===== config.mk =====
export PLATFORM = sky130hd
export DESIGN_NAME = chan_sel_mux
export DESIGN_NICKNAME = d
export VERILOG_FILES = /design/src/rtl/chan_sel_mux.sv
export SDC_FILE = /design/constraint.sdc
export NUM_CORES = 1
export LEC_CHECK = 0
export BUFFER_PORTS_ARGS = -buffer_cell sky130_fd_sc_hd__buf_2
export CAP_MARGIN = 20
export CORE_MARGIN = 2
export CORE_UTILIZATION = 30
export CTS_CLUSTER_DIAMETER = 120
export DETAILED_ROUTE_END_ITERATION = 10
export PLACE_DENSITY = 0.63
export RECOVER_POWER = 50
export SLEW_MARGIN = 20
export SYNTH_ARGS = -nofsm -noshare
export SYNTH_HDL_FRONTEND = slang
export SYNTH_SLANG_ARGS = --single-unit

===== constraint.sdc =====
create_clock -name clk -period 3.59 [get_ports clk]
set_input_delay 0 -clock clk [delete_from_list [all_inputs] [get_ports clk]]
set_output_delay 0 -clock clk [all_outputs]
set_load 0.03 [all_outputs]

===== src/rtl/chan_sel_mux.sv =====
// N-channel registered channel selector with valid/ready handshake.
// Mode 0 forwards a fixed channel; mode 1 arbitrates round-robin after the last winner.
module chan_sel_mux #(
  parameter int WIDTH    = 8,
  parameter int CHANNELS = 4,
  parameter int SEL_W    = (CHANNELS > 1) ? $clog2(CHANNELS) : 1
) (
  input  logic                      clk,
  input  logic                      rst_n,
  input  logic                      mode,
  input  logic [SEL_W-1:0]          sel,
  input  logic [CHANNELS-1:0]       in_valid,
  input  logic [CHANNELS*WIDTH-1:0] in_data,
  output logic [CHANNELS-1:0]       in_ready,
  output logic                      out_valid,
  output logic [WIDTH-1:0]          out_data,
  output logic [SEL_W-1:0]          out_chan,
  output logic                      out_parity,
  input  logic                      out_ready
);

  function automatic logic even_parity(input logic [WIDTH-1:0] d);
    return ^d;
  endfunction

  logic               grant_vld_s;
  logic [SEL_W-1:0]   grant_idx_s;
  logic               load_en_s;
  logic               xfer_s;
  logic [WIDTH-1:0]   grant_data_s;

  logic               out_valid_d,  out_valid_q;
  logic [WIDTH-1:0]   out_data_d,   out_data_q;
  logic [SEL_W-1:0]   out_chan_d,   out_chan_q;
  logic               out_parity_d, out_parity_q;
  logic [SEL_W-1:0]   ptr_d,        ptr_q;

  // Grant selection: fixed channel or first requester after ptr (wrapping)
  always_comb begin
    int cand;
    grant_vld_s = 1'b0;
    grant_idx_s = '0;
    cand        = 0;
    case (mode)
      1'b0: begin
        if ((int'(sel) < CHANNELS) && in_valid[sel]) begin
          grant_vld_s = 1'b1;
          grant_idx_s = sel;
        end else begin
          grant_vld_s = 1'b0;
        end
      end
      1'b1: begin
        for (int k = 1; k <= CHANNELS; k++) begin
          cand = (int'(ptr_q) + k) % CHANNELS;
          if (!grant_vld_s && in_valid[cand]) begin
            grant_vld_s = 1'b1;
            grant_idx_s = SEL_W'(cand);
          end else begin
            grant_vld_s = grant_vld_s;
          end
        end
      end
      default: begin
        grant_vld_s = 1'b0;
      end
    endcase
  end

  assign load_en_s    = !out_valid_q || out_ready;
  assign xfer_s       = rst_n && load_en_s && grant_vld_s;
  assign grant_data_s = in_data[int'(grant_idx_s)*WIDTH +: WIDTH];

  // One-hot accept toward the granted producer only
  always_comb begin
    in_ready = '0;
    if (xfer_s) begin
      in_ready[grant_idx_s] = 1'b1;
    end else begin
      in_ready = '0;
    end
  end

  // Output register next state: load, drain, or hold
  always_comb begin
    out_valid_d  = out_valid_q;
    out_data_d   = out_data_q;
    out_chan_d   = out_chan_q;
    out_parity_d = out_parity_q;
    ptr_d        = ptr_q;
    if (xfer_s) begin
      out_valid_d  = 1'b1;
      out_data_d   = grant_data_s;
      out_chan_d   = grant_idx_s;
      out_parity_d = even_parity(grant_data_s);
      ptr_d        = mode ? grant_idx_s : ptr_q;
    end else if (load_en_s) begin
      out_valid_d  = 1'b0;
    end else begin
      out_valid_d  = out_valid_q;
    end
  end

  // State registers with synchronous active-low reset
  always_ff @(posedge clk) begin
    if (!rst_n) begin
      out_valid_q  <= 1'b0;
      out_data_q   <= '0;
      out_chan_q   <= '0;
      out_parity_q <= 1'b0;
      ptr_q        <= SEL_W'(CHANNELS - 1);
    end else begin
      out_valid_q  <= out_valid_d;
      out_data_q   <= out_data_d;
      out_chan_q   <= out_chan_d;
      out_parity_q <= out_parity_d;
      ptr_q        <= ptr_d;
    end
  end

  assign out_valid  = out_valid_q;
  assign out_data   = out_data_q;
  assign out_chan   = out_chan_q;
  assign out_parity = out_parity_q;

endmodule

==> Word-level counts from Yosys, hierarchy flattened <==
Cells that the tools add are included.
{ "op_classes": {"addsub": 4, "order_cmp": 7, "shifts": 1, "n_mux": 34, "bitwise": 5, "n_reduce_logical": 18} }
{ "op_table": {"columns": ["cell", "n"], "rows": [
  ["$shiftx A32 B6 Y8", 1],
  ["$mux W1", 20],
  ["$lt A3 B4 Y1 const B", 4],
  ["$bmux W1 S2", 5],
  ["$mux W2", 5],
  ["$reduce_or A2 Y1", 4],
  ["$reduce_xor A8 Y1", 1],
  ["$logic_and A1 B1 Y1", 6],
  ["$lt A2 B3 Y1 const B", 2],
  ["$add A2 B1 Y2 const B", 2],
  ["$add A2 B2 Y2 const B", 2],
  ["$and A1 B1 Y1 const A", 4],
  ["$logic_not A1 Y1", 4],
  ["$mux W4", 1],
  ["$pmux W2 S2", 1],
  ["$demux W1 S2", 1],
  ["$ge A2 B1 Y1 const B", 1],
  ["$pmux W1 S2", 1],
  ["$reduce_and A2 Y1", 1],
  ["$reduce_bool A2 Y1", 1],
  ["$logic_or A1 B1 Y1", 1],
  ["$not A1 Y1", 1]
]} }
{ "word_totals": {"register_bits": 14, "inputBits": 42, "out_inout_bits": 16, "elab_cells": 74} }

==> Logic depth before layout (Yosys ltp) <==
Gate-level depths: netlist (run 1).
{ "depth": {"word_depth": 25, "mapped_depth": 8, "depth_no_buf": 6} }

==> Worst setup path after synthesis (run 1) <==
No wires, ideal clock.
{ "synth_path": {"kind": "flip-flop to flip-flop", "start": "register ptr_q[1]", "end": "register out_data_q[2], in the netlist out_data[2]", "setup_time_ns": 0.114, "arrival_time_ns": 2.095, "required_ns": 3.476, "path_slack_ns": 1.381, "path_stages_with_launch": 9, "n_path_buf": 2, "synth_period_minus_slack_ns": 2.209, "path_cell_list": "dfxtp_1 > buf_2 > nor4b_1 > a31oi_1 > o2111a_2 > nor2_2 > buf_6 > mux4_2 > a21o_1"} }
{ "synth_between": {"elab_chain_len": 19, "word_cells_on_any_way": 37, "cone_classes": "add/sub (4); shift (1); mux (25); reduce/logical (7)"} }
{ "synth_rtl": {"columns": ["item", "line", "source"], "rows": [
  ["start, declared", "36", "logic [SEL_W-1:0] ptr_d, ptr_q;"],
  ["start signal, assigned", "111", "ptr_q <= SEL_W'(CHANNELS - 1);"],
  ["start signal, assigned", "117", "ptr_q <= ptr_d;"],
  ["$add A2 B1 Y2", "55", "cand = (int'(ptr_q) + k) % CHANNELS;"],
  ["$bmux W1 S2", "56", "if (!grant_vld_s && in_valid[cand]) begin"],
  ["$mux W1 (implied by the code) (2 in series)", "56", null],
  ["$mux W1", "56", null],
  ["$mux W1", "44", "case (mode)"],
  ["$logic_not A1 Y1", "56", null],
  ["$logic_and A1 B1 Y1", "56", null],
  ["$mux W1", "56", null],
  ["[... 2 more ...]", null, null],
  ["$logic_and A1 B1 Y1", "56", null],
  ["$mux W1", "56", null],
  ["$mux W1", "44", null],
  ["$logic_not A1 Y1", "56", null],
  ["$logic_and A1 B1 Y1", "56", null],
  ["$mux W2 or $mux W1 (tied branches)", "56", null],
  ["$pmux W2 S2 or $pmux W1 S2 (tied branches)", "44", null],
  ["$shiftx A32 B6 Y8 or $logic_and A1 B1 Y1 (tied branches)", "72, 71", null],
  ["end signal, assigned", "114", "out_data_q <= out_data_d;"],
  ["end, declared", "33", "logic [WIDTH-1:0] out_data_d, out_data_q;"]
]} }
Parallel ways exist; a longest one is shown, timed or not. The select of a mux whose other input is x is not followed.
A chain may end at the register's enable or synchronous reset.

==> Worst setup path after layout (run 1) <==
Ends and elaborated chain as after synthesis.

==> results of run 1 <==
## worst paths after layout
path            endpoint        start  cells after the start
min            out_valid    out_ready                      3
min reg2reg  out_chan[0]  out_chan[0]                      2
max reg2reg  out_data[2]     ptr_q[1]                      6
max          out_data[2]     ptr_q[1]                      6
## stage by stage
step	cell area (um^2)	setup WS, ns	util [%]	std cells	total power [mW]
floorplan	1230	1.38	-	135	0.376
CTS	1600	1.11	40.4	241	0.613
finish	1580	1.16	39.9	241	0.598
global placement	1550	1.18	39.0	237	0.449
detailed placement	1550	1.11	39.0	237	0.452
global route	1580	0.884	39.9	241	0.636
## state kept, by name, indices dropped and copies added, names as in the netlist
name	flops
out_valid	1
out_data	8
ptr_q	2
out_parity	1
out_chan	2
## cell usage in the layout, fill, tap and decap left out, drive strengths merged, types with 2 or more instances in the layout
cell type	instances
buf	45
xnor2	28
clkbuf	18
dfxtp	14
nor2	14
nand2	13
a21o	9
mux4	8
nand2b	7
mux2i	7
inv	4
o21ai	3
a21oi	2
o211ai	2
nor2b	2
mux2	2
## power groups by stage
stage | combinational [mW] | clock, mW | sequential, mW
after floorplan | 0.153 | 0 | 0.223
after global placement | 0.261 | 0 | 0.188
after detailed placement | 0.263 | 0 | 0.189
after CTS | 0.263 | 0.163 | 0.186
after global routing | 0.277 | 0.169 | 0.189
final | 0.254 | 0.159 | 0.186
## critical path, delay by kind of cell, from the launching register on
kind | cells | cell delay (ns)
AO/OA/AOI/OAI | 3 | 0.54
flip-flops | 1 | 0.38
multiplexers | 1 | 0.59
AND/OR/NAND/NOR | 2 | 0.81
## kinds of logic (layout without fill, tap and decap cells)
group	Yosys count	after routing	synth area share, %
AO/OA/AOI/OAI	24	24	14.3
XOR/XNOR	28	28	20.0
multiplexers	17	17	22.5
flip-flops	14	14	22.8
AND/OR/NAND/NOR	41	41	15.7
buffers and inverters	11	67	4.69
## final cells by class
type	count	area (um^2)	area share, %
Tap cell	50	62.6	3.95
Sequential cell	14	280	17.7
Clock buffer	4	55.1	3.48
Timing Repair Buffer	59	280	17.7
Multi-Input combinational cell	110	890	56.2
Inverter	4	15.0	0.949
## layer usage
layer  GRT usage [%]  wire length [um]  vias to the layer above
li1                -                 -                      582
met4            5.25                14                        0
met5               0                 0                        -
met1            18.6              1450                      512
met2            21.1              1400                       39
met3            2.14               172                        2
==> out/results.ini, run 1 <==
[outcome]
outcome = complete, no violations

[pwr]
intPower_mw = 0.388
power.switching_mw = 0.210
netSwitchingFraction_pct = 35.2
comb_power_share_pct = 42.4
share_seq_of_total_power_pct = 31.0
p_leak_nw = 0.708
clock_power_share_pct = 26.5
vdd_drop_max_v = 0.000136
powerDensity_nw_per_um2 = 378

[synthesis]
avgSynthCellArea_um2 = 9.09
synthCells = 135
ys_top_cells_by_area = dfxtp_1, xnor2_1, mux4_2
synth_area_um2 = 1230
syn_nets = 177
synth-main-ff-cell = dfxtp_1
ys_top_cells_by_count = xnor2_1, dfxtp_1, nand2_1, nor2_1, a21o_1
netlist.area_leader.share_pct = 22.8
yosysTopAreaCell = dfxtp_1
synth_edf_count = 0
synth-seq-cells = 14
synth_warnings = 0
synthDistinctLibCells = 33
async_flop_share_pct = 0
seq_area_frac_synth_pct = 22.8
synth_most_common_cell = xnor2_1

[timing]
tns_ns = 0
clock_skew_ns = 0.00192
maxSlewViolCount = 0
min_period_ns = 2.43
rsz0062_at_grt = false
holdWs_ns = 0.0569
setup_viol = 0
max_freq_mhz = 412
relSlewSlack_pct = 56.6
worstMarginPinSlew_ns = 0.650
hold_viol_final = 0
period_share_pct = 67.6

[drt]
postRouteWirelength_um = 3040
first_iter_violations = 40
vias = 1135
routed_via_density = 4.71
post_drt_wl_per_cell_um = 12.6
antenna_left = 0
drc = 0
drtPass1Iterations = 4

[final_layout]
syn_to_final_growth_pct = 29.0
diodes = 0
drive_gt1_share_pct = 31.9
layout.nets = 234
fillers = 423

[placed_design]
dp_hpwl_um = 2450
gp_congestion = 0.681
io_buffers = 57

[clocking]
numClockSinks = 14
cts_tree = done
path_clk_slew_ns = 0.06
postCtsSetupBuffers = 0
numCtsBuffers = 3
cts_resized = 0
cts_root_buf = clkbuf_8
h-tree-depth = 1
cts_buffer_depth = 2
hold_buffers = 0
clk_latency_ns = 0.25

[critical_path]
path_class = reg2reg
critPathLaunchType = flop
crit_arrival_ns = 2.57
crit_path_max_incr_delay_ns = 0.59
cp_max_fo = 9
cp.required_ns = 3.74
path_cells = nor4b_1 -> a31oi_1 -> o2111a_2 -> nor2_2 -> mux4_2 -> a21o_1
crit_path_end_kind = flop
crit_path_top_delay_cell = mux4_2
r2r_setup_slack_ns = 1.16

[global_route]
grt_pass1_vias = 1013
grt_max_degree = 16
gr-total-overflow = 0
antenna_found_initial = 0
grt_pass1_wl_um = 4710
grt_use_total_pct = 13.5

[die]
ioPinCount = 58
start_util_pct = 30.9
rows = 23
die-area_um2 = 4620
die_x_um = 68.0
die-height_um = 68.0
core-area_um2 = 3970

[job]
maxCapViolCount = 0

[min_path]
hp-class = in2reg

Note: power is estimated with default switching activity, not from simulation.
==> run 2: changes to the inputs <==
--- a/config.mk
+++ b/config.mk
@@ -5,13 +5,14 @@
 export SDC_FILE = /design/constraint.sdc
 export NUM_CORES = 1
 export LEC_CHECK = 0
+export ABC_AREA = 1
 export BUFFER_PORTS_ARGS = -buffer_cell sky130_fd_sc_hd__buf_2
 export CAP_MARGIN = 20
 export CORE_MARGIN = 2
 export CORE_UTILIZATION = 30
 export CTS_CLUSTER_DIAMETER = 120
 export DETAILED_ROUTE_END_ITERATION = 10
-export PLACE_DENSITY = 0.63
+export PLACE_DENSITY = 0.62
 export RECOVER_POWER = 50
 export SLEW_MARGIN = 20
 export SYNTH_ARGS = -nofsm -noshare
==> constraint.sdc (replaced) <==
create_clock -name clk -period 2 [get_ports clk]
set_input_delay 0 -clock clk [delete_from_list [all_inputs] [get_ports clk]]
set_output_delay 0 -clock clk [all_outputs]
set_load 0.03 [all_outputs]
==> run 2 against run 1 <==
  * The flow now finishes with violations (negative setup slack)
  * Highest routed layer unchanged
  * Fmax increased by 7.1%
  * Core utilization rose by 8.5 points
  * Synthesized area rose by 29%
  * Via count grew 71%
  * Routed wire length is 56% higher
  * Final cell count rose by 79%
  * Non-clock buffer count grew 30
  * Clock skew is 0.0051 ns higher
==> out/results.ini, run 2 <==
[timing]
setup_viol = 9  ; +9
hold_viol_final = 0  ; unchanged
rsz0062_at_grt = true
setup_ws_ns = -0.264  ; -1.43 ns
min_period_ns = 2.26  ; -0.161 ns
tns_ns = -0.762  ; -0.762 ns
max_freq_mhz = 442  ; +7.1%
worstMarginPinSlew_ns = 0.389  ; -0.261 ns
relSlewSlack_pct = 74.2  ; +18 points
period_share_pct = 113  ; +46 points
clock_skew_ns = 0.00702  ; +0.00509 ns
maxSlewViolCount = 0  ; unchanged

[outcome]
violations = negative setup slack
outcome = finished with violations

[critical_path]
cp.required_ns = 2.15  ; -1.59 ns
crit_path_frequent_cell = nand2_1
crit_path_max_incr_delay_ns = 0.36  ; -0.23 ns
cp_max_fo = 15  ; +6
crit_path_top_delay_cell = dfxtp_4
path_class = reg2reg
crit_path_end_kind = flop
critPathLaunchType = flop
path_cells = buf_12 -> inv_16 -> nand2_4 -> nand2_4 -> nand2_2 -> nand2_2 -> inv_2 -> nand2_1 -> nor2_2 -> o21ai_4 -> buf_4 -> nand3_1 -> nand2_1 -> nand2_1 -> nand2_2 -> inv_2 -> nand2_1 -> nand2_1 -> nand2_1 -> nand3_1 -> nand2_1 -> inv_1
crit_arrival_ns = 2.42  ; -0.15 ns

[clocking]
h-tree-depth = 1  ; unchanged
hold_buffers = 0  ; unchanged
cts_buffer_depth = 2  ; unchanged
path_clk_slew_ns = 0.06  ; about the same
cts_root_buf = clkbuf_8
clk_latency_ns = 0.26  ; about the same
cts_tree = done
numCtsBuffers = 3  ; unchanged
numClockSinks = 14  ; unchanged

[min_path]
hp-class = in2reg

[job]
maxCapViolCount = 0  ; unchanged

[final_layout]
diodes = 0  ; unchanged
fillers = 536  ; +27%
mostFrequentLayoutCell = nand2_1
syn_to_final_growth_pct = 56.0
drive_gt1_share_pct = 43.9  ; +12 points
final_cell_mix = nand2_1, buf_2, nand3_1, buf_4, nand2_2
fin_area_um2 = 2470  ; +56%
fin_cells = 432  ; +79%
layout.nets = 405  ; +73%
regArea_um2 = 288  ; +2.7%
postLayoutCoreUtil_pct = 48.3  ; +8.5 points
largest_reg_flops = 8  ; unchanged
multiInputGateArea_um2 = 1300  ; +46%

[synthesis]
async_flop_share_pct = 0  ; unchanged
synthCells = 282  ; +110%
netlist.area_leader.share_pct = 31.8  ; +8.9 points
synth_edf_count = 0  ; unchanged
synth_most_common_cell = nand2_1
synth_warnings = 0  ; unchanged
yosysTopAreaCell = nand2_1
synth_area_um2 = 1580  ; +29%
syn_nets = 324  ; +83%
ys_top_cells_by_area = nand2_1, dfxtp_1, nand3_1
synth-main-ff-cell = dfxtp_1
ys_top_cells_by_count = nand2_1, nand3_1, inv_1
synth-seq-cells = 14  ; unchanged
seq_area_frac_synth_pct = 17.7  ; -5.1 points
synthDistinctLibCells = 23  ; -30%
avgSynthCellArea_um2 = 5.61  ; -38%

[placed_design]
io_buffers = 57  ; unchanged
gp_congestion = 0.859  ; +26%
dp_hpwl_um = 3450  ; +41%
place_inst = 421  ; +78%
placed_cell_area_um2 = 2070  ; +34%
pre_cts_slack_ns = -0.262  ; -1.38 ns

[die]
core-area_um2 = 5110  ; +29%
die-area_um2 = 5870  ; +27%
rows = 26  ; +13%
die-height_um = 76.6  ; +13%
ioPinCount = 58  ; unchanged
start_util_pct = 31.0  ; +0.082 points
die_x_um = 76.6  ; +13%

[drt]
drtPass1Iterations = 4  ; unchanged
vias = 1936  ; +71%
routed_via_density = 4.48  ; -4.8%
postRouteWirelength_um = 4730  ; +56%
first_iter_violations = 92  ; +130%
drc = 0  ; unchanged
post_drt_wl_per_cell_um = 10.9  ; -13%
antenna_left = 0  ; unchanged

[global_route]
grt_max_degree = 20  ; +4
grt_pass1_wl_um = 7500  ; +59%
grt_pass1_vias = 1669  ; +65%
antenna_found_initial = 0  ; unchanged
grt_use_total_pct = 15.1  ; +1.5 points
gr-total-overflow = 0  ; unchanged

[pwr]
p_leak_nw = 1.37  ; +94%
vdd_drop_max_v = 0.000262  ; +92%
powerDensity_nw_per_um2 = 678  ; +79%

-- run 2: cell count changes in the layout (fill, tap and decap cells not counted), sizes merged, moves of 8 or more --
cell   before  now
a21o        9    0
buf        45   78
inv         4   24
mux4        8    0
nand2      13  145
nand3       1   57
nor2       14    6
o21ai       3   16
xnor2      28    0
-- run 2: worst paths after layout --
path,from,end,slack (ns),cells past startpoint
hold reg to reg,out_chan[0],out_chan[0],0.47,2
hold / removal,out_ready,out_valid,0.09,4
setup / recovery,ptr_q[0],out_parity,-0.26,22
setup reg to reg,ptr_q[0],out_parity,-0.26,22
-- run 2: worst max-delay path: cells and delay by family, from the launching register on --
family / cells / cell delay, ns
AOI/OAI and AO/OA: 1 / 0.21
buffers and inverters: 6 / 0.57
DFF: 1 / 0.36
and+or+nand+nor: 15 / 1.00
-- run 2: stage by stage --
stage,total power [mW],hold WS (ns)
2_1_floorplan,0.956,0.138
3_3_place_gp,1.21,0.350
3_5_place_dp,1.21,0.358
4_1_cts,1.53,0.0911
5_1_grt,1.81,0.137
6_report,1.67,0.0887
-- run 2: layout make-up --
type                            instances  area share, %
Timing Repair Buffer                   89           25.4
Inverter                               24           4.61
Multi-Input combinational cell        231           52.6
Clock buffer                            4           2.23
Sequential cell                        14           11.7
Tap cell                               70           3.55
-- run 2: per-layer routing --
metal | share of wire [%] | track usage, %
met4 | 1.2 | 5.09
met1 | 48 | 21.8
met5 | 0 | 0
met3 | 4.3 | 1.66
met2 | 46 | 23.1
-- run 2: where the power goes --
group | total, mW | leakage, nW | switching [mW] | internal (mW)
clock network | 0.288 | 0.0288 | 0.113 | 0.175
registers | 0.345 | 0.116 | 0.0258 | 0.319
logic | 1.04 | 1.23 | 0.605 | 0.435
-- run 2: timing repair --
action,CTS,global route
setup buffers,2,2
pin swaps,3,12
setup endpoints to repair,12,13
hold endpoints to repair,0,0
resized for setup,21,58
cloned,0,3
-- run 2: cell families after synthesis --
logic type,synth area share [%]
AO/OA/AOI/OAI,7.43
buffers and inverters,13.5
AND/OR/NAND/NOR,61.3
flip-flops,17.7
